**src/rtl/haz_pkg.sv**
```systemverilog
// rtl/haz_pkg.sv - shared types for the multi-cycle hazard unit
//
// Purpose: FSM state encoding and forward-select encoding used by
// haz_unit_mc and haz_fwd.
// Ports: none (package).
package haz_pkg;

  typedef enum logic [1:0] {
    RUN  = 2'd0,
    MEMW = 2'd1,
    MDIV = 2'd2
  } haz_state_e;

  typedef enum logic [1:0] {
    FWD_RF = 2'b00,
    FWD_W  = 2'b01,
    FWD_M  = 2'b10
  } fwd_sel_e;

endpackage

```
**src/rtl/haz_unit_mc_if.sv**
```systemverilog
// rtl/haz_unit_mc_if.sv - pipeline-to-hazard-unit signal bundle
//
// Purpose: groups every pipeline-side signal of haz_unit_mc.
// Modports:
//   master - core side: drives register indices, enables, handshakes;
//            receives stall/flush/forward controls and status.
//   slave  - hazard unit side (the reverse directions).
interface haz_unit_mc_if #(
  parameter int REG_AW = 5,
  parameter int CNT_W  = 32
) ();

  logic [REG_AW-1:0] rs1_d, rs2_d;
  logic [REG_AW-1:0] rs1_e, rs2_e, rd_e;
  logic [REG_AW-1:0] rd_m, rd_w;
  logic              regwrite_m, regwrite_w;
  logic [1:0]        resultsrc_e;
  logic              pcsrc;
  logic              mdiv_start_e;
  logic              mdiv_done;
  logic              dmem_req_m;
  logic              dmem_ready;

  logic              stall_f, stall_d, stall_e, stall_m;
  logic              flush_d, flush_e, flush_m, flush_w;
  logic [1:0]        forwarda, forwardb;
  logic              busy;
  logic              err_timeout;
  logic [CNT_W-1:0]  perf_stall_cnt, perf_flush_cnt;

  modport master (
    output rs1_d, rs2_d, rs1_e, rs2_e, rd_e, rd_m, rd_w,
           regwrite_m, regwrite_w, resultsrc_e, pcsrc,
           mdiv_start_e, mdiv_done, dmem_req_m, dmem_ready,
    input  stall_f, stall_d, stall_e, stall_m,
           flush_d, flush_e, flush_m, flush_w,
           forwarda, forwardb, busy, err_timeout,
           perf_stall_cnt, perf_flush_cnt
  );

  modport slave (
    input  rs1_d, rs2_d, rs1_e, rs2_e, rd_e, rd_m, rd_w,
           regwrite_m, regwrite_w, resultsrc_e, pcsrc,
           mdiv_start_e, mdiv_done, dmem_req_m, dmem_ready,
    output stall_f, stall_d, stall_e, stall_m,
           flush_d, flush_e, flush_m, flush_w,
           forwarda, forwardb, busy, err_timeout,
           perf_stall_cnt, perf_flush_cnt
  );

endinterface

```
**src/rtl/haz_fwd.sv**
```systemverilog
// rtl/haz_fwd.sv - single-operand M/W forwarding select
//
// Purpose: picks the freshest producer for one E-stage source operand.
// Ports:
//   i_rs                       E-stage source register index
//   i_rd_m, i_rd_w             M/W destination indices
//   i_regwrite_m, i_regwrite_w M/W write enables
//   o_fwd                      FWD_M, FWD_W or FWD_RF
module haz_fwd
  import haz_pkg::*;
#(
  parameter int REG_AW = 5
) (
  input  logic [REG_AW-1:0] i_rs,
  input  logic [REG_AW-1:0] i_rd_m,
  input  logic [REG_AW-1:0] i_rd_w,
  input  logic              i_regwrite_m,
  input  logic              i_regwrite_w,
  output fwd_sel_e          o_fwd
);

  always_comb begin
    o_fwd = FWD_RF;
    // x0 is hardwired zero and must never be forwarded; M is younger than W.
    if (i_rs != '0) begin
      if (i_regwrite_m && (i_rs == i_rd_m))      o_fwd = FWD_M;
      else if (i_regwrite_w && (i_rs == i_rd_w)) o_fwd = FWD_W;
    end
  end

endmodule

```
**src/rtl/haz_unit_mc.sv**
```systemverilog
// rtl/haz_unit_mc.sv - stateful hazard unit with mul/div and dmem stalls
//
// Purpose: forwarding, load-use stall, branch flush, multi-cycle execute
// stall with watchdog, and data-memory back-pressure stall.
// Ports:
//   clk, rst  core clock, asynchronous active-high reset
//   hz        haz_unit_mc_if.slave: pipeline indices/handshakes in,
//             stall/flush/forward controls, busy, err_timeout,
//             perf counters out
// Optional feature: define HAZ_PERF_EN to build the saturating
// stall/flush performance counters; otherwise they read as zero.
module haz_unit_mc
  import haz_pkg::*;
#(
  parameter int REG_AW       = 5,
  parameter int MDIV_TIMEOUT = 64,
  parameter int CNT_W        = 32
) (
  input  logic           clk,
  input  logic           rst,
  haz_unit_mc_if.slave   hz
);

  localparam int WD_W = $clog2(MDIV_TIMEOUT) + 1;

  haz_state_e      r_state, w_next;
  logic [WD_W-1:0] r_wd;
  logic            r_err;

  fwd_sel_e w_fwda, w_fwdb;
  logic     w_lwstall, w_memwait;
  logic     w_run_eval, w_wd_clr, w_wd_inc, w_timeout;
  logic     w_stall_f, w_stall_d, w_stall_e, w_stall_m;
  logic     w_flush_d, w_flush_e, w_flush_m, w_flush_w;
  logic     w_unused_ok;

  haz_fwd #(.REG_AW(REG_AW)) u_fwd_a (
    .i_rs(hz.rs1_e), .i_rd_m(hz.rd_m), .i_rd_w(hz.rd_w),
    .i_regwrite_m(hz.regwrite_m), .i_regwrite_w(hz.regwrite_w),
    .o_fwd(w_fwda)
  );

  haz_fwd #(.REG_AW(REG_AW)) u_fwd_b (
    .i_rs(hz.rs2_e), .i_rd_m(hz.rd_m), .i_rd_w(hz.rd_w),
    .i_regwrite_m(hz.regwrite_m), .i_regwrite_w(hz.regwrite_w),
    .o_fwd(w_fwdb)
  );

  assign w_lwstall = hz.resultsrc_e[0] && (hz.rd_e != '0) &&
                     ((hz.rs1_d == hz.rd_e) || (hz.rs2_d == hz.rd_e));
  assign w_memwait = hz.dmem_req_m && !hz.dmem_ready;
  assign w_unused_ok = hz.resultsrc_e[1];

  always_ff @(posedge clk or posedge rst) begin
    if (rst) begin
      r_state <= RUN;
      r_wd    <= '0;
      r_err   <= 1'b0;
    end else begin
      r_state <= w_next;
      if (w_wd_clr)      r_wd <= '0;
      else if (w_wd_inc) r_wd <= r_wd + WD_W'(1);
      if (w_timeout)     r_err <= 1'b1;
    end
  end

  always_comb begin
    w_next     = r_state;
    w_run_eval = 1'b0;
    w_wd_clr   = 1'b0;
    w_wd_inc   = 1'b0;
    w_timeout  = 1'b0;
    w_stall_f  = 1'b0;
    w_stall_d  = 1'b0;
    w_stall_e  = 1'b0;
    w_stall_m  = 1'b0;
    w_flush_d  = 1'b0;
    w_flush_e  = 1'b0;
    w_flush_m  = 1'b0;
    w_flush_w  = 1'b0;

    case (r_state)
      RUN:  w_run_eval = 1'b1;
      MEMW: begin
        // mdiv_done is deliberately not looked at here.
        if (w_memwait) begin
          {w_stall_f, w_stall_d, w_stall_e, w_stall_m} = 4'b1111;
          w_flush_w = 1'b1;
        end else begin
          w_run_eval = 1'b1;
        end
      end
      MDIV: begin
        if (hz.mdiv_done) begin
          // E advances with the result; branch/load-use act normally.
          w_next    = RUN;
          w_stall_f = w_lwstall;
          w_stall_d = w_lwstall;
          w_flush_e = w_lwstall | hz.pcsrc;
          w_flush_d = hz.pcsrc;
        end else begin
          {w_stall_f, w_stall_d, w_stall_e} = 3'b111;
          w_flush_m = 1'b1;
          w_wd_inc  = 1'b1;
          if (r_wd == WD_W'(MDIV_TIMEOUT - 1)) begin
            w_timeout = 1'b1;
            w_next    = RUN;
          end
        end
      end
      default: w_next = RUN;
    endcase

    // Shared RUN rules; MEMW reuses them on its release cycle so a pending
    // mul/div in E goes straight on to MDIV.
    if (w_run_eval) begin
      if (w_memwait) begin
        {w_stall_f, w_stall_d, w_stall_e, w_stall_m} = 4'b1111;
        w_flush_w = 1'b1;
        w_next    = MEMW;
      end else if (hz.mdiv_start_e) begin
        {w_stall_f, w_stall_d, w_stall_e} = 3'b111;
        w_flush_m = 1'b1;
        w_wd_clr  = 1'b1;
        w_next    = MDIV;
      end else begin
        w_stall_f = w_lwstall;
        w_stall_d = w_lwstall;
        w_flush_e = w_lwstall | hz.pcsrc;
        w_flush_d = hz.pcsrc;
        w_next    = RUN;
      end
    end
  end

  assign hz.stall_f     = w_stall_f;
  assign hz.stall_d     = w_stall_d;
  assign hz.stall_e     = w_stall_e;
  assign hz.stall_m     = w_stall_m;
  assign hz.flush_d     = w_flush_d;
  assign hz.flush_e     = w_flush_e;
  assign hz.flush_m     = w_flush_m;
  assign hz.flush_w     = w_flush_w;
  assign hz.forwarda    = w_fwda;
  assign hz.forwardb    = w_fwdb;
  assign hz.busy        = (r_state != RUN);
  assign hz.err_timeout = r_err;

`ifdef HAZ_PERF_EN
  logic [CNT_W-1:0] r_stall_cnt, r_flush_cnt;

  always_ff @(posedge clk or posedge rst) begin
    if (rst) begin
      r_stall_cnt <= '0;
      r_flush_cnt <= '0;
    end else begin
      if (w_stall_f && (r_stall_cnt != '1)) r_stall_cnt <= r_stall_cnt + CNT_W'(1);
      if (w_flush_d && (r_flush_cnt != '1)) r_flush_cnt <= r_flush_cnt + CNT_W'(1);
    end
  end

  assign hz.perf_stall_cnt = r_stall_cnt;
  assign hz.perf_flush_cnt = r_flush_cnt;
`else
  assign hz.perf_stall_cnt = '0;
  assign hz.perf_flush_cnt = '0;
`endif

endmodule

```
**src/flat_wrapper.sv**
```systemverilog
// flat-port wrapper written by rule: the top's interface ports become plain ports
module haz_unit_mc_flat import haz_pkg::*;
#(
  parameter int REG_AW       = 5,
  parameter int MDIV_TIMEOUT = 64,
  parameter int CNT_W        = 32
)
  (clk, rst, hz_rs1_d, hz_rs2_d, hz_rs1_e, hz_rs2_e, hz_rd_e, hz_rd_m, hz_rd_w, hz_regwrite_m, hz_regwrite_w, hz_resultsrc_e, hz_pcsrc, hz_mdiv_start_e, hz_mdiv_done, hz_dmem_req_m, hz_dmem_ready, hz_stall_f, hz_stall_d, hz_stall_e, hz_stall_m, hz_flush_d, hz_flush_e, hz_flush_m, hz_flush_w, hz_forwarda, hz_forwardb, hz_busy, hz_err_timeout, hz_perf_stall_cnt, hz_perf_flush_cnt);
  haz_unit_mc_if #(.REG_AW(REG_AW), .CNT_W(CNT_W)) hz_i ();
  input  logic clk;
  input  logic rst;
  input wire logic [$bits(hz_i.rs1_d)-1:0] hz_rs1_d;
  input wire logic [$bits(hz_i.rs2_d)-1:0] hz_rs2_d;
  input wire logic [$bits(hz_i.rs1_e)-1:0] hz_rs1_e;
  input wire logic [$bits(hz_i.rs2_e)-1:0] hz_rs2_e;
  input wire logic [$bits(hz_i.rd_e)-1:0] hz_rd_e;
  input wire logic [$bits(hz_i.rd_m)-1:0] hz_rd_m;
  input wire logic [$bits(hz_i.rd_w)-1:0] hz_rd_w;
  input wire logic [$bits(hz_i.regwrite_m)-1:0] hz_regwrite_m;
  input wire logic [$bits(hz_i.regwrite_w)-1:0] hz_regwrite_w;
  input wire logic [$bits(hz_i.resultsrc_e)-1:0] hz_resultsrc_e;
  input wire logic [$bits(hz_i.pcsrc)-1:0] hz_pcsrc;
  input wire logic [$bits(hz_i.mdiv_start_e)-1:0] hz_mdiv_start_e;
  input wire logic [$bits(hz_i.mdiv_done)-1:0] hz_mdiv_done;
  input wire logic [$bits(hz_i.dmem_req_m)-1:0] hz_dmem_req_m;
  input wire logic [$bits(hz_i.dmem_ready)-1:0] hz_dmem_ready;
  output wire logic [$bits(hz_i.stall_f)-1:0] hz_stall_f;
  output wire logic [$bits(hz_i.stall_d)-1:0] hz_stall_d;
  output wire logic [$bits(hz_i.stall_e)-1:0] hz_stall_e;
  output wire logic [$bits(hz_i.stall_m)-1:0] hz_stall_m;
  output wire logic [$bits(hz_i.flush_d)-1:0] hz_flush_d;
  output wire logic [$bits(hz_i.flush_e)-1:0] hz_flush_e;
  output wire logic [$bits(hz_i.flush_m)-1:0] hz_flush_m;
  output wire logic [$bits(hz_i.flush_w)-1:0] hz_flush_w;
  output wire logic [$bits(hz_i.forwarda)-1:0] hz_forwarda;
  output wire logic [$bits(hz_i.forwardb)-1:0] hz_forwardb;
  output wire logic [$bits(hz_i.busy)-1:0] hz_busy;
  output wire logic [$bits(hz_i.err_timeout)-1:0] hz_err_timeout;
  output wire logic [$bits(hz_i.perf_stall_cnt)-1:0] hz_perf_stall_cnt;
  output wire logic [$bits(hz_i.perf_flush_cnt)-1:0] hz_perf_flush_cnt;
  assign hz_i.rs1_d = hz_rs1_d;
  assign hz_i.rs2_d = hz_rs2_d;
  assign hz_i.rs1_e = hz_rs1_e;
  assign hz_i.rs2_e = hz_rs2_e;
  assign hz_i.rd_e = hz_rd_e;
  assign hz_i.rd_m = hz_rd_m;
  assign hz_i.rd_w = hz_rd_w;
  assign hz_i.regwrite_m = hz_regwrite_m;
  assign hz_i.regwrite_w = hz_regwrite_w;
  assign hz_i.resultsrc_e = hz_resultsrc_e;
  assign hz_i.pcsrc = hz_pcsrc;
  assign hz_i.mdiv_start_e = hz_mdiv_start_e;
  assign hz_i.mdiv_done = hz_mdiv_done;
  assign hz_i.dmem_req_m = hz_dmem_req_m;
  assign hz_i.dmem_ready = hz_dmem_ready;
  assign hz_stall_f = hz_i.stall_f;
  assign hz_stall_d = hz_i.stall_d;
  assign hz_stall_e = hz_i.stall_e;
  assign hz_stall_m = hz_i.stall_m;
  assign hz_flush_d = hz_i.flush_d;
  assign hz_flush_e = hz_i.flush_e;
  assign hz_flush_m = hz_i.flush_m;
  assign hz_flush_w = hz_i.flush_w;
  assign hz_forwarda = hz_i.forwarda;
  assign hz_forwardb = hz_i.forwardb;
  assign hz_busy = hz_i.busy;
  assign hz_err_timeout = hz_i.err_timeout;
  assign hz_perf_stall_cnt = hz_i.perf_stall_cnt;
  assign hz_perf_flush_cnt = hz_i.perf_flush_cnt;
  haz_unit_mc #(.REG_AW(REG_AW), .MDIV_TIMEOUT(MDIV_TIMEOUT), .CNT_W(CNT_W)) u_core (.clk(clk), .rst(rst), .hz(hz_i));
endmodule
```
**config.mk**
```make
export PLATFORM = sky130hd
export DESIGN_NAME = haz_unit_mc_flat
export DESIGN_NICKNAME = d
export VERILOG_FILES = /design/src/rtl/haz_pkg.sv /design/src/rtl/haz_unit_mc_if.sv /design/src/rtl/haz_fwd.sv /design/src/rtl/haz_unit_mc.sv /design/src/flat_wrapper.sv
export SDC_FILE = /design/constraint.sdc
export NUM_CORES = 1
export LEC_CHECK = 0
export ABC_AREA = 1
export BUFFER_PORTS_ARGS = -buffer_cell sky130_fd_sc_hd__buf_2
export CELL_PAD_IN_SITES_DETAIL_PLACEMENT = 0
export CELL_PAD_IN_SITES_GLOBAL_PLACEMENT = 1
export CORE_AREA = 5 5 73 101
export DETAILED_ROUTE_END_ITERATION = 8
export DIE_AREA = 0 0 78 106
export GPL_ROUTABILITY_DRIVEN = 1
export PLACE_DENSITY_LB_ADDON = 0.1
export SYNTH_ARGS = -nofsm -noshare
export SYNTH_HDL_FRONTEND = slang
export SYNTH_SLANG_ARGS = --single-unit
```
**constraint.sdc**
```tcl
create_clock -name clk -period 3.75 [get_ports clk]
set_input_delay 0.5625 -clock clk [delete_from_list [all_inputs] [get_ports clk]]
set_output_delay 0.5625 -clock clk [all_outputs]
set_load 0.03 [all_outputs]
```
==> reports/summary.md <==
The flow ran to the end, and the final reports show no timing, DRC or antenna violations. The first global-routing pass estimated 6.63 mm of wire. The number of instances in the placed design is 408. In the layout the commonest cells are conb_1, nand2_1, buf_2, inv_1, nor2_1. At the end of routability-driven placement, the weighted congestion stood at 0.776. The family of cells with the greatest summed delay on the critical path was flip-flops. The signal on the critical path passes through inv_1, ha_1, inv_2, o21ai_4, nand3_1, nand2_1, nand3_1, nand2_1, buf_2. STA classifies the critical path endpoint as an output pin. The combinational share of power was 0.582; the number of H-tree levels was 1. In this run, the number of DRC markers left after iteration 0 of detailed routing was 24.

The switching power as a share of total power was 0.519. The run gives 8270 sq um as the total die area. For this design the total switching power over the nets is 292 uW. In the synthesized netlist, the number of instances is 279.

Leading cell type in the layout, fill and taps excluded: conb_1. Setup repair after global routing left no endpoint under its margin. Number of buffer cells added on primary ports: 58.

The tools report the initial standard-cell utilization of the core as 0.269. The final worst slack was 1.47 ns. Entering global routing, the biggest net connects 11 pins. At the placement stage, the worst setup path has a slack of 1.65 ns. The fraction of layout cells with a size suffix above 1 was 0.228; the final net count was 390.

The tools report the largest vdd supply drop as 0.000204 V. The internal power of the cells totals 270 uW. The worst path buffer plus inverter count was 3; the number of warnings printed during yosys synthesis was 0.

For this design, the CTS-stage hold fixing added 0 buffers. The die is 106 um tall. The half-perimeter wire length after placement is 3.93 mm.

The largest fanout of any net on the critical path was 4. After clock tree synthesis, the clock-pin slew on the worst setup and hold paths is 0.04 ns. The routed design has 4.30 mm of wire. Path class of the lowest-slack min-delay path: in -> async.

For the worst setup path, the data arrival time is 1.72 ns. The most area-hungry cell type in the Yosys netlist is buf_4. In this design, the stage delay of the slowest critical-path cell is 0.40 ns.

The type of element launching the critical path was a flip-flop. Routed via count: 1592. The mean number of vias per cell came out at 3.87. The logs give 0.0946 for the overall fraction of global-route tracks in use and 0 for the number of routed nets with antenna violations. For the count of pins on the block boundary, the log shows 124. The setup path with the least slack is of type reg -> out. The number of pins with negative max-slew slack in the final report is 0, and the number of iterations in the first detailed-routing pass is 4.

The worst-case clock skew is 0.000925 ns. The die is 78 um wide. In the final routed layout, each cell accounts on average for 10.5 um. The tool flagged a number of max-cap violations equal to 0.

Number of antenna violations at the first check in global routing: 0. The number of unique standard cell types used by synthesis came out at 26. The post-route clock period utilization was 0.609; the synthesized area divided by synthesized cell count was 6.20 sq um. The total number of cells along the worst setup path was 9; the post-cts resize count was 0.

Worst path required time: 3.19 ns. Ranked by total cell area, the synthesized netlist is headed by buf_4, dfrtp_1, nand2_1. For the final count of hold timing violations, the log shows 0.

The sequential share of the synthesized area was 0.145. The master of the slowest instance on the critical path is dfrtp_1. The logs give 1730 sq um for the combined area of all synthesized cells and 35 for the number of rows in the core area. Total grt overflow: 0. The number of antenna diodes was 0; the post-layout minimum cycle time was 2.28 ns. Static timing analysis puts the maximum clock frequency at 438 MHz. Dividing total power by cell area gives a power density of 297 nW/um^2.

The core region is 6440 sq um. Synthesis inferred 10 register bits. The total DRC errors in the routed layout is 0.

The cell sitting at the root of the clock tree is a clkbuf_8. The count of buffers added by post-CTS timing repair for setup is 0, and the relative area change from synthesis to final layout is 9.55%. The run gives 1508 as the via count of the first global-routing pass. The run gives 2 as the maximum root-to-sink buffer count. Clock tree synthesis inserted a total of 3 buffers. The tools report the part of the power in the clock network as 0.190. The worst reg-to-reg path cell count was 9.

The final cell count without fillers was 411; the number of setup violations in the final report was 0. The tools report the part of the power in registers as 0.228. TritonCTS built the clock tree. The static leakage is 0.00119 uW. For the worst-skew pair, the clock arrives at the later sink with an insertion delay of 0.23 ns. The number of clock sinks is 10. The area fraction of the dominant cell type after synthesis is 0.287, and the sum of negative setup slack is 0 ns.
==> per-stage QoR <==
stage               cell area, sq um  hold slack [ns]  power (uW)  utilization
CTS                             1890            0.320         571        0.294
finish                          1890            0.302         562        0.294
global placement                1850            0.452         461        0.288
detailed placement              1850            0.446         460        0.288
floorplan                       1970            0.403         432            -
global route                    1890            0.335         610        0.294
==> metal layers <==
layer  wire length [um]  global-route usage
met1               1590               0.103
met2               2330               0.185
met3                352              0.0161
met4                 29              0.0217
met5                  0                   0
==> cell type report <==
| type | count | area, sq um |
|---|---|---|
| Clock buffer | 3 | 41.3 |
| Fill cell | 757 | 4540 |
| Inverter | 48 | 180 |
| Multi-Input combinational cell | 218 | 1040 |
| Sequential cell | 10 | 250 |
| Tap cell | 74 | 92.6 |
| Timing Repair Buffer | 58 | 290 |
==> cell families after synthesis <==
group                    Yosys count  synth area share
adder cells (fa/ha/maj)            5            0.0362
AO/OA/AOI/OAI                     30             0.103
XOR/XNOR                           7            0.0355
buffers and inverters            114             0.391
flip-flops                        10             0.145
AND/OR/NAND/NOR                  112             0.287
other                              1           0.00217
==> state kept, by name, summed over array words and instances, names as in the netlist <==
signal and count:
u_core.r_wd 7, u_core.hz.err_timeout 1, u_core.r_state 2
==> worst reg2reg max path, delay by kind of cell, from the launching register on <==
| kind | cells | cell delay [ns] |
|---|---|---|
| AND/OR/NAND/NOR | 3 | 0.32 |
| adder cells (fa/ha/maj) | 1 | 0.22 |
| flip-flops | 1 | 0.39 |
| buffers and inverters | 3 | 0.28 |
| AO/OA/AOI/OAI | 2 | 0.17 |
==> worst paths after layout <==
path | startpoint | end | slack, ns
worst min register to register | u_core.hz.err_timeout | u_core.hz.err_timeout | 0.46
worst max register to register | u_core.r_state[0] | u_core.r_wd[5] | 2.26
min in group clk | u_core.hz.err_timeout | u_core.hz.err_timeout | 0.46
worst max-delay path | u_core.r_state[1] | hz_flush_e | 1.47
max in group asynchronous | rst | u_core.r_wd[3] | 3.18
worst min-delay path | rst | u_core.hz.err_timeout | 0.30
==> synth_stat cells, drive strengths merged <==
master,number
buf,66
nand2,62
inv,47
nor2,25
nand3,18
a21oi,11
o21ai,11
dfrtp,10
xnor2,7
ha,5
nor3,4
o22ai,4
nand4,3
o2111ai,2
a21o,1
clkinv,1
conb,1
o211ai,1
==> power by group through the flow <==
stage | clock [uW] | combinational, uW | sequential, uW
after floorplan | 0 | 305 | 127
after global placement | 0 | 332 | 129
after detailed placement | 0 | 330 | 130
after CTS | 111 | 332 | 128
after global routing | 116 | 364 | 130
final | 107 | 327 | 128
Power figures use the tool's default switching activity.
